### src/rtl/fiber_pkg.sv
// Shared definitions for the fiber register bus: opcodes, status codes, header
// and response field positions, and the response-header builder.
package fiber_pkg;

  localparam logic [3:0]  OP_READ        = 4'h1;
  localparam logic [3:0]  OP_WRITE       = 4'h2;
  localparam logic [3:0]  RSP_MARK       = 4'h8;

  localparam logic [1:0]  STATUS_OK      = 2'd0;
  localparam logic [1:0]  STATUS_TIMEOUT = 2'd1;
  localparam logic [1:0]  STATUS_BADOP   = 2'd2;

  localparam logic [31:0] READ_ERR_WORD  = 32'hDEADBEEF;

  // Command header layout
  localparam int HDR_OP_HI   = 31;
  localparam int HDR_OP_LO   = 28;
  localparam int HDR_TAG_HI  = 27;
  localparam int HDR_TAG_LO  = 20;
  localparam int HDR_ADDR_HI = 19;
  localparam int HDR_ADDR_LO = 0;

  // Response header layout
  localparam int RSP_MARK_HI   = 31;
  localparam int RSP_MARK_LO   = 28;
  localparam int RSP_STATUS_HI = 27;
  localparam int RSP_STATUS_LO = 26;
  localparam int RSP_TAG_HI    = 25;
  localparam int RSP_TAG_LO    = 20;
  localparam int RSP_ADDR_HI   = 19;
  localparam int RSP_ADDR_LO   = 0;

  typedef enum logic [2:0] {
    ST_IDLE     = 3'd0,
    ST_DECODE   = 3'd1,
    ST_WDATA    = 3'd2,
    ST_BUS      = 3'd3,
    ST_RSP_HDR  = 3'd4,
    ST_RSP_DATA = 3'd5,
    ST_GAP      = 3'd6
  } fsm_state_e;

  // Only the low six tag bits fit beside the status field.
  function automatic logic [31:0] build_rsp(input logic [1:0]  status,
                                            input logic [5:0]  tag,
                                            input logic [19:0] addr);
    logic [31:0] word;
    word = 32'h0000_0000;
    word[RSP_MARK_HI:RSP_MARK_LO]     = RSP_MARK;
    word[RSP_STATUS_HI:RSP_STATUS_LO] = status;
    word[RSP_TAG_HI:RSP_TAG_LO]       = tag;
    word[RSP_ADDR_HI:RSP_ADDR_LO]     = addr;
    return word;
  endfunction

endpackage

### src/rtl/fiber_bus_timeout.sv
// Bus strobe watchdog: counts cycles the strobe has been high and flags the
// cycle in which the LIMIT-th high cycle is reached.
module fiber_bus_timeout #(
  parameter logic [15:0] LIMIT = 16'd255
) (
  input  logic CLK,
  input  logic RST,
  input  logic clear,
  input  logic start,
  output logic expired
);

  logic [15:0] count_r;

  // Count of strobe-high cycles already completed, saturating at all-ones.
  always_ff @(posedge CLK or posedge RST) begin
    if (RST) begin
      count_r <= 16'd0;
    end else if (clear) begin
      count_r <= 16'd0;
    end else if (start && (count_r != 16'hFFFF)) begin
      count_r <= count_r + 16'd1;
    end
  end

  assign expired = start && (count_r >= (LIMIT - 16'd1));

endmodule

### src/rtl/fiber_bus_master.sv
// Fiber register bus initiator: pops framed commands from the Aurora RX FIFO,
// runs one bus read/write each and pushes a framed response to the TX FIFO.
module fiber_bus_master
  import fiber_pkg::*;
#(
  parameter int TIMEOUT_CYCLES = 255,
  parameter int GAP_CYCLES     = 2
) (
  input  logic        CLK,
  input  logic        RST,
  input  logic        ENABLE,
  input  logic        CHANNEL_UP,
  input  logic [31:0] CMD_DATA,
  input  logic        CMD_EMPTY,
  output logic        CMD_RD,
  output logic [31:0] RSP_DATA,
  output logic        RSP_WR,
  input  logic        RSP_FULL,
  output logic [31:0] FIBER_BUS_ADDR,
  output logic [31:0] FIBER_BUS_DOUT,
  input  logic [31:0] FIBER_BUS_DIN,
  output logic        FIBER_BUS_WR,
  output logic        FIBER_BUS_RD,
  input  logic        FIBER_BUS_ACK,
  output logic        BUSY,
  output logic [15:0] TIMEOUT_COUNT
);

  localparam logic [15:0] TO_LIMIT = 16'(TIMEOUT_CYCLES);
  localparam logic [15:0] GAP_LAST = 16'(GAP_CYCLES - 1);

  fsm_state_e  state_r;
  logic [31:0] hdr_r;
  logic [31:0] dout_r;
  logic [31:0] rdata_r;
  logic [31:0] rsp_data_r;
  logic [31:0] bus_addr_r;
  logic [1:0]  status_r;
  logic        cmd_rd_r;
  logic        rsp_wr_r;
  logic        bus_rd_r;
  logic        bus_wr_r;
  logic        busy_r;
  logic [15:0] to_count_r;
  logic [15:0] gap_cnt_r;

  logic [3:0]  op_s;
  logic        is_read_s;
  logic        strobe_s;
  logic        clear_s;
  logic        expired_s;
  logic        unused_tag_s;

  assign op_s         = hdr_r[HDR_OP_HI:HDR_OP_LO];
  assign is_read_s    = (op_s == OP_READ);
  assign strobe_s     = bus_rd_r | bus_wr_r;
  assign clear_s      = ~strobe_s;
  assign unused_tag_s = ^hdr_r[HDR_TAG_HI:HDR_TAG_LO + 6];

  fiber_bus_timeout #(
    .LIMIT (TO_LIMIT)
  ) u_timeout (
    .CLK     (CLK),
    .RST     (RST),
    .clear   (clear_s),
    .start   (strobe_s),
    .expired (expired_s)
  );

  // Command/response sequencer; every output is a register.
  always_ff @(posedge CLK or posedge RST) begin
    if (RST) begin
      state_r    <= ST_IDLE;
      hdr_r      <= 32'h0;
      dout_r     <= 32'h0;
      rdata_r    <= 32'h0;
      rsp_data_r <= 32'h0;
      bus_addr_r <= 32'h0;
      status_r   <= STATUS_OK;
      cmd_rd_r   <= 1'b0;
      rsp_wr_r   <= 1'b0;
      bus_rd_r   <= 1'b0;
      bus_wr_r   <= 1'b0;
      busy_r     <= 1'b0;
      to_count_r <= 16'd0;
      gap_cnt_r  <= 16'd0;
    end else begin
      cmd_rd_r <= 1'b0;
      rsp_wr_r <= 1'b0;
      // Link loss drops the command silently; GAP still enforces low time.
      if (!CHANNEL_UP && (state_r != ST_IDLE) && (state_r != ST_GAP)) begin
        bus_rd_r  <= 1'b0;
        bus_wr_r  <= 1'b0;
        gap_cnt_r <= 16'd0;
        state_r   <= ST_GAP;
      end else begin
        case (state_r)
          ST_IDLE: begin
            if (ENABLE && CHANNEL_UP && !CMD_EMPTY) begin
              cmd_rd_r <= 1'b1;
              hdr_r    <= CMD_DATA;
              busy_r   <= 1'b1;
              state_r  <= ST_DECODE;
            end
          end
          ST_DECODE: begin
            if (op_s == OP_READ) begin
              bus_addr_r <= {12'h000, hdr_r[HDR_ADDR_HI:HDR_ADDR_LO]};
              state_r    <= ST_BUS;
            end else if (op_s == OP_WRITE) begin
              bus_addr_r <= {12'h000, hdr_r[HDR_ADDR_HI:HDR_ADDR_LO]};
              state_r    <= ST_WDATA;
            end else begin
              status_r <= STATUS_BADOP;
              state_r  <= ST_RSP_HDR;
            end
          end
          ST_WDATA: begin
            if (!CMD_EMPTY) begin
              cmd_rd_r <= 1'b1;
              dout_r   <= CMD_DATA;
              state_r  <= ST_BUS;
            end
          end
          ST_BUS: begin
            // First BUS cycle only presents ADDR/DOUT; the strobe rises after it.
            if (!strobe_s) begin
              bus_rd_r <= is_read_s;
              bus_wr_r <= ~is_read_s;
            end else if (FIBER_BUS_ACK) begin
              rdata_r  <= FIBER_BUS_DIN;
              bus_rd_r <= 1'b0;
              bus_wr_r <= 1'b0;
              status_r <= STATUS_OK;
              state_r  <= ST_RSP_HDR;
            end else if (expired_s) begin
              rdata_r  <= READ_ERR_WORD;
              bus_rd_r <= 1'b0;
              bus_wr_r <= 1'b0;
              status_r <= STATUS_TIMEOUT;
              if (to_count_r != 16'hFFFF) begin
                to_count_r <= to_count_r + 16'd1;
              end
              state_r  <= ST_RSP_HDR;
            end
          end
          ST_RSP_HDR: begin
            if (!RSP_FULL) begin
              rsp_wr_r   <= 1'b1;
              rsp_data_r <= build_rsp(status_r, hdr_r[HDR_TAG_LO + 5:HDR_TAG_LO],
                                      hdr_r[HDR_ADDR_HI:HDR_ADDR_LO]);
              if (is_read_s) begin
                state_r <= ST_RSP_DATA;
              end else begin
                gap_cnt_r <= 16'd0;
                state_r   <= ST_GAP;
              end
            end
          end
          ST_RSP_DATA: begin
            // Skip a cycle after the header push so RSP_FULL reflects it.
            if (!RSP_FULL && !rsp_wr_r) begin
              rsp_wr_r   <= 1'b1;
              rsp_data_r <= rdata_r;
              gap_cnt_r  <= 16'd0;
              state_r    <= ST_GAP;
            end
          end
          ST_GAP: begin
            if (gap_cnt_r >= GAP_LAST) begin
              busy_r  <= 1'b0;
              state_r <= ST_IDLE;
            end else begin
              gap_cnt_r <= gap_cnt_r + 16'd1;
            end
          end
          default: begin
            bus_rd_r <= 1'b0;
            bus_wr_r <= 1'b0;
            busy_r   <= 1'b0;
            state_r  <= ST_IDLE;
          end
        endcase
      end
    end
  end

  assign CMD_RD         = cmd_rd_r;
  assign RSP_WR         = rsp_wr_r;
  assign RSP_DATA       = rsp_data_r;
  assign FIBER_BUS_ADDR = bus_addr_r;
  assign FIBER_BUS_DOUT = dout_r;
  assign FIBER_BUS_RD   = bus_rd_r;
  assign FIBER_BUS_WR   = bus_wr_r;
  assign BUSY           = busy_r;
  assign TIMEOUT_COUNT  = to_count_r;

endmodule

### config.mk
export PLATFORM = sky130hd
export DESIGN_NAME = fiber_bus_master
export DESIGN_NICKNAME = d
export VERILOG_FILES = /design/src/rtl/fiber_pkg.sv /design/src/rtl/fiber_bus_timeout.sv /design/src/rtl/fiber_bus_master.sv
export SDC_FILE = /design/constraint.sdc
export NUM_CORES = 1
export LEC_CHECK = 0
export CAP_MARGIN = 20
export CORE_MARGIN = 2
export CORE_UTILIZATION = 55
export CTS_CLUSTER_DIAMETER = 30
export CTS_CLUSTER_SIZE = 16
export DETAILED_ROUTE_END_ITERATION = 7
export GPL_TIMING_DRIVEN = 0
export PLACE_DENSITY_LB_ADDON = 0.08
export SETUP_SLACK_MARGIN = 0.2
export SLEW_MARGIN = 30
export SYNTH_ARGS = -nofsm -noshare
export SYNTH_HDL_FRONTEND = slang
export SYNTH_HIERARCHICAL = 1
export SYNTH_SLANG_ARGS = --single-unit
### constraint.sdc
create_clock -name CLK -period 10.03 [get_ports CLK]
set_input_delay 1.003 -clock CLK [delete_from_list [all_inputs] [get_ports CLK]]
set_output_delay 1.003 -clock CLK [all_outputs]
set_load 0.03 [all_outputs]
Word-level counts from Yosys, hierarchy flattened
Cells that the tools add are included.
Widths: inputs -> output; s select.
{ "totals": {"register_bits": 218, "inputBits": 71, "output_inout_bits": 117} }
{ "op_classes": {"n_addsub": 3, "n_lt_le_gt_ge": 2, "eq_ne": 31, "mux": 53, "bitwise": 6, "n_reduce_logical": 31} }
{ "op_table": {"columns": ["cell", "n"], "rows": [
  ["$mux 32", 6],
  ["$mux 16", 7],
  ["$pmux 32 s2", 1],
  ["$add 16x1->16 const B", 3],
  ["$pmux 16 s3", 1],
  ["$mux 3", 11],
  ["$ne 16x16->1 const B", 2],
  ["$ne 3x3->1 const B", 9],
  ["$pmux 3 s7", 1],
  ["$ge 16x1->1 const B", 1],
  ["$ge 16x8->1 const B", 1],
  ["$mux 1", 14],
  ["$ne 2x2->1 const B", 7],
  ["$mux 2", 6],
  ["$reduce_and 4->1", 3],
  ["$reduce_and 6->1", 2],
  ["$eq 3x3->1 const B", 3],
  ["$reduce_and 3->1", 3],
  ["$pmux 1 s2", 4],
  ["$reduce_bool 2->1", 4],
  ["$logic_and 1x1->1", 7],
  ["$reduce_and 7->1", 1],
  ["$eq 3x2->1 const B", 2],
  ["$reduce_or 6->1", 1],
  ["18 further kinds", 26]
]} }

Logic depth before layout (Yosys ltp)
Gate-level depths: netlist of the first run.
{ "depth": {"word_depth": 7, "mapped_depth": 11} }

Modules after synthesis
The synthesis of the first run kept the hierarchy.
{ "modules_own_cells": {"columns": ["mod", "n_inst", "cells_per_inst", "area_each_um2", "seq_area_each_um2"], "rows": [
  ["fiber_bus_master", 1, 701, 7887.6, 4704.5],
  ["fiber_bus_timeout", 1, 106, 999.7, 400.4]
]} }

Least setup slack after synthesis of the first run
OpenSTA, ideal clock, no wires.
{ "synth_timing": {"path_type": "reg-to-reg", "from": "reg bus_wr_r, in the netlist FIBER_BUS_WR", "to": "reg to_count_r[12], in the netlist TIMEOUT_COUNT[12]", "setup_ns": 0.134, "t_arrival_ns": 2.704, "setup_slack_ns": 7.192, "path_stages_with_launch": 11, "n_path_buf": 1, "cell_sequence": "dfrtp_1 -> nor2_1 -> inv_1 -> clkbuf_1 -> inv_1 -> a31oi_1 -> nand2_1 -> or4_4 -> nor4b_4 -> nand4_1 -> xnor2_1"} }
{ "synth_via": {"elab_chain_len": 3} }
{ "synth_rtl": {"columns": ["item", "line_no", "rtl"], "rows": [
  ["from (decl)", "fiber_bus_master.sv:42", "logic bus_wr_r;"],
  ["from (signal assigned)", "fiber_bus_master.sv:129", "bus_wr_r <= ~is_read_s;"],
  ["$or 1x1->1", "fiber_bus_master.sv:56", "assign strobe_s = bus_rd_r | bus_wr_r;"],
  ["via strobe_s", "fiber_bus_master.sv:49", "logic strobe_s;"],
  ["$logic_and 1x1->1", "fiber_bus_timeout.sv:26", "assign expired = start && (count_r >= (LIMIT - 16'd1));"],
  ["via expired_s", "fiber_bus_master.sv:51", "logic expired_s;"],
  ["$reduce_and 6->1 (no line)", null, null],
  ["to (signal assigned)", "fiber_bus_master.sv:142", "to_count_r <= to_count_r + 16'd1;"],
  ["to (decl)", "fiber_bus_master.sv:44", "logic [15:0] to_count_r;"]
]} }
The timed path passes the listed nets, and every way through them passes these cells.
A chain may end at the register's enable or synchronous reset.

Final worst setup path of the first run
{ "layout_timing": {"from": "reg bus_wr_r, in the netlist FIBER_BUS_WR", "to": "reg rdata_r[23]"} }
{ "layout_via": {"elab_chain_len": 4} }
{ "layout_rtl": {"columns": ["item", "line_no", "rtl"], "rows": [
  ["$or 1x1->1", "fiber_bus_master.sv:56", null],
  ["via strobe_s", "fiber_bus_master.sv:49", null],
  ["$logic_and 1x1->1", "fiber_bus_timeout.sv:26", null],
  ["via expired_s", "fiber_bus_master.sv:51", null],
  ["$reduce_bool 2->1 (no line)", null, null],
  ["$reduce_and 4->1 (no line)", null, null],
  ["to (signal assigned)", "fiber_bus_master.sv:76", "rdata_r <= 32'h0;"],
  ["to (signal assigned)", "fiber_bus_master.sv:131", "rdata_r <= FIBER_BUS_DIN;"],
  ["to (signal assigned)", "fiber_bus_master.sv:137", "rdata_r <= READ_ERR_WORD;"],
  ["to (decl)", "fiber_bus_master.sv:35", "logic [31:0] rdata_r;"]
]} }
The timed path passes the listed nets, and every way through them passes these cells.

==> reports/results.ini, run 1 <==
[pwr]
switching_share=0.328
vdd_drop_max_mv=0.211
intPower_uw=2720
total_leakage_power_uw=0.00571
p_seq_frac=0.313
p_switching_uw=1330
comb_power_share=0.305
p_per_area_mw_per_mm2=321
clockPowerShare=0.382

[layout]
diodes=0
num-nets-final=1115
fillerInstances=1002
area_growth_syn_to_layout_pct=41.7
layout_common_cells=204 x dfrtp_1, 174 x clkdlybuf4s50_1, 83 x nand2_1
fin_area_mm2=0.0126
layout-drive-gt1-share=0.168
layout_commonest_cell=dfrtp_1
fin_cells=1287

[placement]
dp_slack_ns=6.59
place_congestion=0.890
dpl_cell_area_mm2=0.0110
placedCellCount=1210
io_buffers=174
dp_hpwl_um=14900

[route]
num_vias=7085
wl_um=23000
drt_iter0_drc=441
wl_per_cell_um=17.9
ant_nets=0
drc=0
vias_per_cell=5.51
dr.pass1.iters=5

[timing]
timing.final.crit_period_ns=3.30
fmax_mhz=303
setup_slack_ns=6.73
setup_viol=0
hold_viol=0
finalClockSkew_ns=0.0186
slew_headroom=0.460
whs_ns=0.477
fin_setup_tns_ns=0
rsz0062_at_grt=false
drv_slew=0
worstMarginPinSlew_ns=0.803
fin_crit_sh=0.329

[floorplan]
fp.dieArea_mm2=0.0172
core_mm2=0.0158
die_w_um=131
ioPinCount=188
start_util=0.562
die_h_um=131
rows=46

[global_routing]
grt_pass1_wl_um=38100
grtUsageMet3=0.0953
busiest_layer=met2
grt_overflow=0
first_global_vias=7387
grt_use_total=0.275
use_met2=0.458
antenna_found_initial=0
globalRouteMet1Util=0.336
grt_max_degree=94

[hold_path]
worstHoldPathType=reg -> reg
hold_start=status_r[0]$_DFFE_PP0P_

[clock_tree]
cts_root_buf=clkbuf_16
clkTransAtPathRegs_ns=0.05
cts.sinks=204
htree_levels=2
postCtsSetupRepairBufs=0
numCtsBuffers=42
clkLatencyLatePin_ns=0.52
cts_tree=done
cts_buffer_depth=3
hold_buffers=0
ctsResizeCount=0

[yosys]
yosys_warnings=6
ys.flop_type=dfrtp_1
syn_avg_cell_area_um2=11.0
netlist_area_mm2=0.00889
synthDistinctLibCells=57
syn_inst=807
async_flop_share=1.00
synth_edf_count=0
synth-seq-cells=204
ys_seq_area_frac=0.574

[critical_path]
crit_chain=nor2_1, inv_1, clkbuf_1, inv_1, a31oi_1, o22ai_1, nor3_1, buf_2, buf_1, nor2_1, a31oi_1
r2r_slack_ns=6.73
cpPeakStageDelay_ns=0.46
crit_fanout=10
startpoint_type=flop
crit_slowest_cell=buf_1
end_kind=flop
startpoint=FIBER_BUS_WR$_DFFE_PP0P_
required_ns=10.45
r2r_start=FIBER_BUS_WR$_DFFE_PP0P_
path_class=reg -> reg
cp_data_arrival_time_ns=3.72

[status]
outcome=finished clean

[job]
maxCapViolations=0

area by class of cell:
type                       count  area (um^2)  area share
timing repair buffer         176         1800       0.143
clock inverter                26          420      0.0334
buffer                        58          283      0.0225
sequential                   204         5100       0.405
clock buffer                  51         1170      0.0926
multi-input combinational    511         3370       0.268
inverter                      45          176      0.0140
tap                          216          270      0.0215
cell usage after synthesis (2+ instances only):
cell type,instances,area share
nor3_1,9,0.0051
and4_1,3,0.0030
xor2_1,2,0.0020
or4_1,4,0.0034
nor2_1,75,0.032
and3_1,15,0.011
or3_1,3,0.0021
nor3b_1,4,0.0034
o21ai_0,21,0.012
buf_4,13,0.011
nand4_1,13,0.0092
clkbuf_1,25,0.011
a21o_1,3,0.0025
mux2_2,69,0.087
nand3_1,28,0.016
a21oi_1,16,0.0090
o31ai_1,4,0.0034
ha_1,6,0.0084
buf_2,7,0.0039
and2_1,3,0.0021
xnor2_1,14,0.014
buf_1,12,0.0051
a31oi_1,57,0.040
inv_1,45,0.019
nor4_1,7,0.0049
a311oi_1,2,0.0020
or4_4,2,0.0025
nor4_4,2,0.0048
dfrtp_1,204,0.57
mux2_1,20,0.025
nor2b_1,7,0.0049
a211oi_1,2,0.0017
nand2_1,83,0.035
nor4b_1,3,0.0030
o22a_1,2,0.0020
per-stage QoR:
step / util / power, uW
3_5_place_dp: 0.695 / 2490
6_report: 0.795 / 4050
3_3_place_gp: 0.691 / 2460
5_1_grt: 0.795 / 4220
4_1_cts: 0.795 / 4060
2_1_floorplan: - / 2010
logic make-up after synthesis:
| family | count (synthesis) | share of synthesized area |
|---|---|---|
| AND/OR/NAND/NOR | 270 | 0.154 |
| multiplexers | 90 | 0.114 |
| XOR/XNOR | 16 | 0.0158 |
| adder cells (fa/ha/maj) | 6 | 0.00845 |
| buffers and inverters | 103 | 0.0508 |
| flip-flops | 204 | 0.574 |
| AO/OA/AOI/OAI | 117 | 0.0825 |
| other | 1 | 0.000422 |
worst max-delay path, delay by kind of cell (launching register included):
family | cells | cell delay (ns)
AO/OA/AOI/OAI | 3 | 0.68
AND/OR/NAND/NOR | 3 | 0.69
buffers and inverters | 5 | 1.45
flip-flops | 1 | 0.39
layer usage:
| layer | vias up | part of all wire |
|---|---|---|
| met5 | - | 0 |
| met4 | 0 | 0.029 |
| met3 | 60 | 0.087 |
| met2 | 276 | 0.49 |
| met1 | 3480 | 0.39 |
| li1 | 3269 | - |
worst paths after layout:
check / end / depth (start not counted)
max: rdata_r[23]$_DFFE_PP0P_ / 11
min: status_r[0]$_DFFE_PP0P_ / 1
max reg2reg: rdata_r[23]$_DFFE_PP0P_ / 11
min reg2reg: status_r[0]$_DFFE_PP0P_ / 1
max in group asynchronous: rdata_r[13]$_DFFE_PP0P_ / 4
min in group asynchronous: FIBER_BUS_DOUT[2]$_DFFE_PP0P_ / 2
flip-flops by register name, indices dropped and copies added, names as in the netlist, 16 cells and up:
| name | cells |
|---|---|
| u_timeout/count_r | 16 |
| TIMEOUT_COUNT | 16 |
| gap_cnt_r | 16 |
| RSP_DATA | 32 |
| FIBER_BUS_DOUT | 32 |
| rdata_r | 32 |
| FIBER_BUS_ADDR | 20 |
| hdr_r | 30 |
power groups by stage:
stage	clock network, uW	logic [uW]	registers (uW)
floorplan	0	473	1530
global placement	0	1200	1260
detailed placement	0	1220	1270
CTS	1560	1240	1270
global route	1600	1320	1300
finish	1540	1240	1270
Power figures use the tool's default switching activity.
==> run 2, diff against run 1 <==
Settings changed: CORE_UTILIZATION 55 to 51.
Clock period 10.03 ns to 3.35 ns, I/O delays scaled along.
==> reports/results.ini, run 2 (synthesized netlist as in run 1, its figures left out) <==
[clock_tree]
cts_buffer_depth=3  ; unchanged
clkTransAtPathRegs_ns=0.05  ; about the same
cts_tree=done
hold_buffers=0  ; unchanged
numCtsBuffers=46  ; +9.5%
cts_root_buf=clkbuf_16
cts.sinks=204  ; unchanged
clkLatencyLatePin_ns=0.54  ; +0.02 ns
htree_levels=2  ; unchanged

[global_routing]
grt_pass1_wl_um=37300  ; -2.1%
grt_overflow=0  ; unchanged
grt_use_total=0.256  ; -0.0181
first_global_vias=7330  ; -0.77%
grt_max_degree=30  ; -68%
antenna_found_initial=0  ; unchanged

[layout]
fin_cells=1312  ; +1.9%
layout-drive-gt1-share=0.184  ; +0.0159
layout_commonest_cell=dfrtp_1
diodes=0  ; unchanged
num-nets-final=1127  ; +1.1%
area_growth_syn_to_layout_pct=45.0
layout_common_cells=204 x dfrtp_1, 174 x clkdlybuf4s50_1, 83 x nand2_1
fin_area_mm2=0.0129  ; +2.4%

[timing]
fmax_mhz=348  ; +15%
fin_crit_sh=0.858  ; +0.529
drv_slew=0  ; unchanged
finalClockSkew_ns=0.0221  ; +0.00349 ns
rsz0062_at_grt=false
timing.final.crit_period_ns=2.87  ; -0.423 ns
setup_viol=0  ; unchanged
hold_viol=0  ; unchanged
worstMarginPinSlew_ns=0.859  ; +0.0563 ns
setup_slack_ns=0.477  ; -6.26 ns
slew_headroom=0.422  ; -0.0379

[floorplan]
ioPinCount=188  ; unchanged
start_util=0.517  ; -0.0441
die_h_um=136  ; +3.7%
fp.dieArea_mm2=0.0185  ; +7.6%
die_w_um=136  ; +3.7%
core_mm2=0.0172  ; +8.5%
rows=48  ; +4.3%

[critical_path]
path_class=reg -> reg
cp_data_arrival_time_ns=3.27  ; -0.45 ns
startpoint_type=flop
worstReg2RegEnd=TIMEOUT_COUNT[6]$_DFFE_PP0P_
r2r_cells=11  ; unchanged
r2r_slack_ns=0.48  ; -6.26 ns
r2r_start=FIBER_BUS_RD$_DFFE_PP0P_
end_kind=flop
crit_fanout=10  ; unchanged
required_ns=3.75  ; -6.70 ns

[route]
ant_nets=0  ; unchanged
dr.pass1.iters=5  ; unchanged
drc=0  ; unchanged
wl_per_cell_um=17.5  ; -2.0%
wl_um=23000  ; -0.11%
drt_iter0_drc=411  ; -6.8%
vias_per_cell=5.33  ; -3.1%
num_vias=6996  ; -1.3%

[pwr]
switching_share=0.322  ; -0.00575
clockPowerShare=0.402  ; +0.020
p_switching_uw=4030  ; +200%
comb_power_share=0.295  ; -0.010
p_seq_frac=0.303  ; -0.010
vdd_drop_max_mv=0.727  ; +240%
total_leakage_power_uw=0.00587  ; +2.9%
p_per_area_mw_per_mm2=971  ; +200%
intPower_uw=8480  ; +210%

[placement]
placedCellCount=1224  ; +1.2%
place_congestion=0.887  ; -0.34%
io_buffers=174  ; unchanged
dp_hpwl_um=15200  ; +2.1%
dp_slack_ns=0.227  ; -6.37 ns
dpl_cell_area_mm2=0.0111  ; +0.98%

[job]
maxCapViolations=0  ; unchanged

[hold_path]
worstHoldPathType=in -> async

[status]
outcome=finished clean

==> run 2: cell count changes in the layout (fill, tap and decap cells not counted), sizes merged <==
cell	before	now
bufinv	10	12
clkbuf	76	83
buf	35	40
clkinv	7	11
inv	47	46
clkinvlp	7	6
==> run 2: final cells by class <==
class | instances | area, um^2
clock inverter | 30 | 493
clock buffer | 55 | 1250
sequential | 204 | 5100
timing repair buffer | 184 | 1920
fill | 1202 | 4290
inverter | 45 | 173
tap | 225 | 282
multi-input combinational | 511 | 3380
buffer | 58 | 290
==> run 2: what timing repair did <==
action | CTS | global route
endpoints found under the setup margin | 3 | 45
resized for setup | 2 | 6
setup buffers | 0 | 3
pin swaps | 0 | 1
==> run 2: worst max-delay path: stages (launching register included) <==
cell      delay (ns)
dfrtp_1         0.39
nor2_1          0.14
inv_1           0.17
clkbuf_2        0.25
inv_1           0.11
a31oi_1         0.29
nand2_1         0.12
or4_4           0.55
nor4b_4         0.31
buf_4           0.19
nand3_1         0.09
xnor2_1         0.14
==> run 2: how the worst max path moves through the flow <==
stage,from,endpoint,slack (ns),cells after the start
after detailed placement,FIBER_BUS_WR$_DFFE_PP0P_,rdata_r[19]$_DFFE_PP0P_,0.23,11
after global placement,RST,FIBER_BUS_DOUT[17]$_DFFE_PP0P_,-0.98,2
after global routing,FIBER_BUS_WR$_DFFE_PP0P_,TIMEOUT_COUNT[1]$_DFFE_PP0P_,0.24,9
final,FIBER_BUS_RD$_DFFE_PP0P_,TIMEOUT_COUNT[6]$_DFFE_PP0P_,0.48,11
after CTS,FIBER_BUS_WR$_DFFE_PP0P_,rdata_r[21]$_DFFE_PP0P_,0.22,10
after floorplan,FIBER_BUS_WR$_DFFE_PP0P_,TIMEOUT_COUNT[12]$_DFFE_PP0P_,0.51,10
==> run 2: metrics by stage <==
stage	setup TNS, ns	power [uW]	hold slack [ns]	util
final	0	12500	0.266	0.750
after global routing	0	13100	0.312	0.750
after CTS	0	12600	0.266	0.748
after detailed placement	0	7460	0.466	0.647
after global placement	-181.18	7370	0.465	0.638
after floorplan	0	6010	0.249	-
==> run 2: power groups by stage <==
stage	logic, uW	clock network, uW	registers (uW)
global route	3980	5210	3890
CTS	3720	5070	3790
floorplan	1420	0	4590
detailed placement	3660	0	3800
finish	3690	5020	3790
global placement	3590	0	3770
==> run 2: per-layer routing <==
layer | vias up | part of all wire | GRT usage
li1 | 3285 | - | -
met1 | 3453 | 0.41 | 0.314
met2 | 211 | 0.49 | 0.424
met3 | 47 | 0.075 | 0.0824
met4 | 0 | 0.024 | 0.0972
met5 | - | 0 | 0
==> run 3, diff against run 2 <==
Settings changed: SLEW_MARGIN 30 to 20.
==> reports/results.ini, run 3 (synthesized netlist as in run 1, its figures left out) <==
[timing]
worstMarginPinSlew_ns=0.849  ; -0.0105 ns
rsz0062_at_grt=false
setup_viol=0  ; unchanged
hold_viol=0  ; unchanged
fmax_mhz=338  ; -2.8%
fin_crit_sh=0.883  ; +0.0250
slew_headroom=0.429  ; +0.00703
fin_setup_tns_ns=0  ; unchanged
finalClockSkew_ns=0.0236  ; +0.00156 ns
drv_slew=0  ; unchanged
timing.final.crit_period_ns=2.96  ; +0.0837 ns

[job]
maxCapViolations=0  ; unchanged

[critical_path]
crit_slowest_cell=or4_4
crit_chain=nor2_1, inv_1, clkbuf_2, inv_1, a31oi_1, nand2_1, or4_4, nor4b_4, buf_4, nand3_1, xnor2_1
r2r_slack_ns=0.39  ; -0.08 ns
crit_family=simple AND/OR/NAND/NOR gates
crit_path_frequent_cell=inv_1
cpPeakStageDelay_ns=0.56  ; about the same
path_buf_inv=4  ; unchanged
path_class=reg -> reg
crit_fanout=10  ; unchanged
cp_data_arrival_time_ns=3.35  ; +0.08 ns
required_ns=3.74  ; about the same
end_kind=flop
startpoint_type=flop

[floorplan]
core_mm2=0.0172  ; unchanged
die_w_um=136  ; unchanged
rows=48  ; unchanged
start_util=0.517  ; unchanged
ioPinCount=188  ; unchanged
die_h_um=136  ; unchanged
fp.dieArea_mm2=0.0185  ; unchanged

[placement]
place_congestion=0.887  ; unchanged
dp_hpwl_um=15300  ; +0.27%
io_buffers=174  ; unchanged
placedCellCount=1223  ; -0.082%

[pwr]
power_uw=12000  ; -3.7%
vdd_drop_max_mv=0.610  ; -16%
p_per_area_mw_per_mm2=947  ; -2.5%
total_leakage_power_uw=0.00580  ; -1.3%

[clock_tree]
clkLatencyLatePin_ns=0.53  ; about the same
cts_tree=done
cts_root_buf=clkbuf_16
clkTransAtPathRegs_ns=0.05  ; about the same
htree_levels=2  ; unchanged
numCtsBuffers=44  ; -4.3%
cts.sinks=204  ; unchanged
cts_buffer_depth=3  ; unchanged

[route]
vias_per_cell=5.28  ; -0.94%
wl_per_cell_um=17.3  ; -0.94%
wl_um=22700  ; -1.3%
drc=0  ; unchanged
num_vias=6904  ; -1.3%
dr.pass1.iters=5  ; unchanged
ant_nets=0  ; unchanged
drt_iter0_drc=360  ; -12%

[global_routing]
grt_max_degree=34  ; +13%
grt_overflow=0  ; unchanged
first_global_vias=7173  ; -2.1%
grt_use_total=0.253  ; -0.00321
antenna_found_initial=0  ; unchanged
grt_pass1_wl_um=36700  ; -1.7%

[layout]
layout-drive-gt1-share=0.184  ; about the same
diodes=0  ; unchanged
area_growth_syn_to_layout_pct=43.1
fin_cells=1307  ; -0.38%
num-nets-final=1124  ; -0.27%
fillerInstances=1214  ; +1.0%
layout_commonest_cell=dfrtp_1
layout_common_cells=204 x dfrtp_1, 174 x clkdlybuf4s50_1, 83 x nand2_1

[hold_path]
worstHoldPathType=in -> async

[status]
outcome=finished clean

## run 3: cell count changes in the layout (fill, tap and decap cells not counted), sizes merged
cell	previous run	this run
bufinv	12	7
clkbuf	83	78
inv	46	51
clkinv	11	13
buf	40	39
clkinvlp	6	5
## run 3: layout make-up
type                    instances  area [um^2]  share of cell area
plain buffers                  58          290              0.0228
clock buffers                  50         1180              0.0931
multi-input cells             511         3380               0.266
repair buffers                183         1890               0.149
well taps                     225          282              0.0221
flip-flops and latches        204         5100               0.401
inverters                      45          173              0.0136
clock inverters                31          415              0.0327
## run 3: routing by layer
metal / up-vias / global-route usage / wire length, um
li1: 3283 / - / -
met5: - / 0 / 0
met4: 0 / 0.0874 / 456
met2: 215 / 0.411 / 11100
met3: 27 / 0.0891 / 1770
met1: 3379 / 0.316 / 9330
## run 3: worst paths after layout
check,end,depth (start not counted),start
max reg2reg,TIMEOUT_COUNT[6]$_DFFE_PP0P_,11,FIBER_BUS_WR$_DFFE_PP0P_
max,TIMEOUT_COUNT[6]$_DFFE_PP0P_,11,FIBER_BUS_WR$_DFFE_PP0P_
min,FIBER_BUS_DOUT[2]$_DFFE_PP0P_,2,RST
min in group CLK,rdata_r[24]$_DFFE_PP0P_,3,FIBER_BUS_ACK
max in group asynchronous,FIBER_BUS_DOUT[26]$_DFFE_PP0P_,4,RST
min reg2reg,status_r[0]$_DFFE_PP0P_,1,status_r[0]$_DFFE_PP0P_
## run 3: through the flow
stage | setup slack, ns | hold WS (ns) | utilization | cell area (um^2)
after global placement | -0.975 | 0.465 | 0.638 | 11000
after CTS | 0.349 | 0.196 | 0.739 | 12700
after global routing | 0.226 | 0.247 | 0.741 | 12700
after detailed placement | 0.233 | 0.470 | 0.645 | 11100
after floorplan | 0.512 | 0.249 | - | 8930
final | 0.393 | 0.196 | 0.741 | 12700
## run 3: what timing repair did
item,CTS,global route
hold buffers,0,0
setup endpoints to repair,11,33
gates resized for setup,3,4
endpoints found under the hold margin,0,0
pin swaps,0,1
buffers inserted,0,3
## run 3: power by group
part           total (uW)  switching, uW  internal [uW]  leakage (uW)
Sequential           3790            482           3310       0.00260
Clock                4570           1460           3110      0.000777
Combinational        3680           2080           1600       0.00242
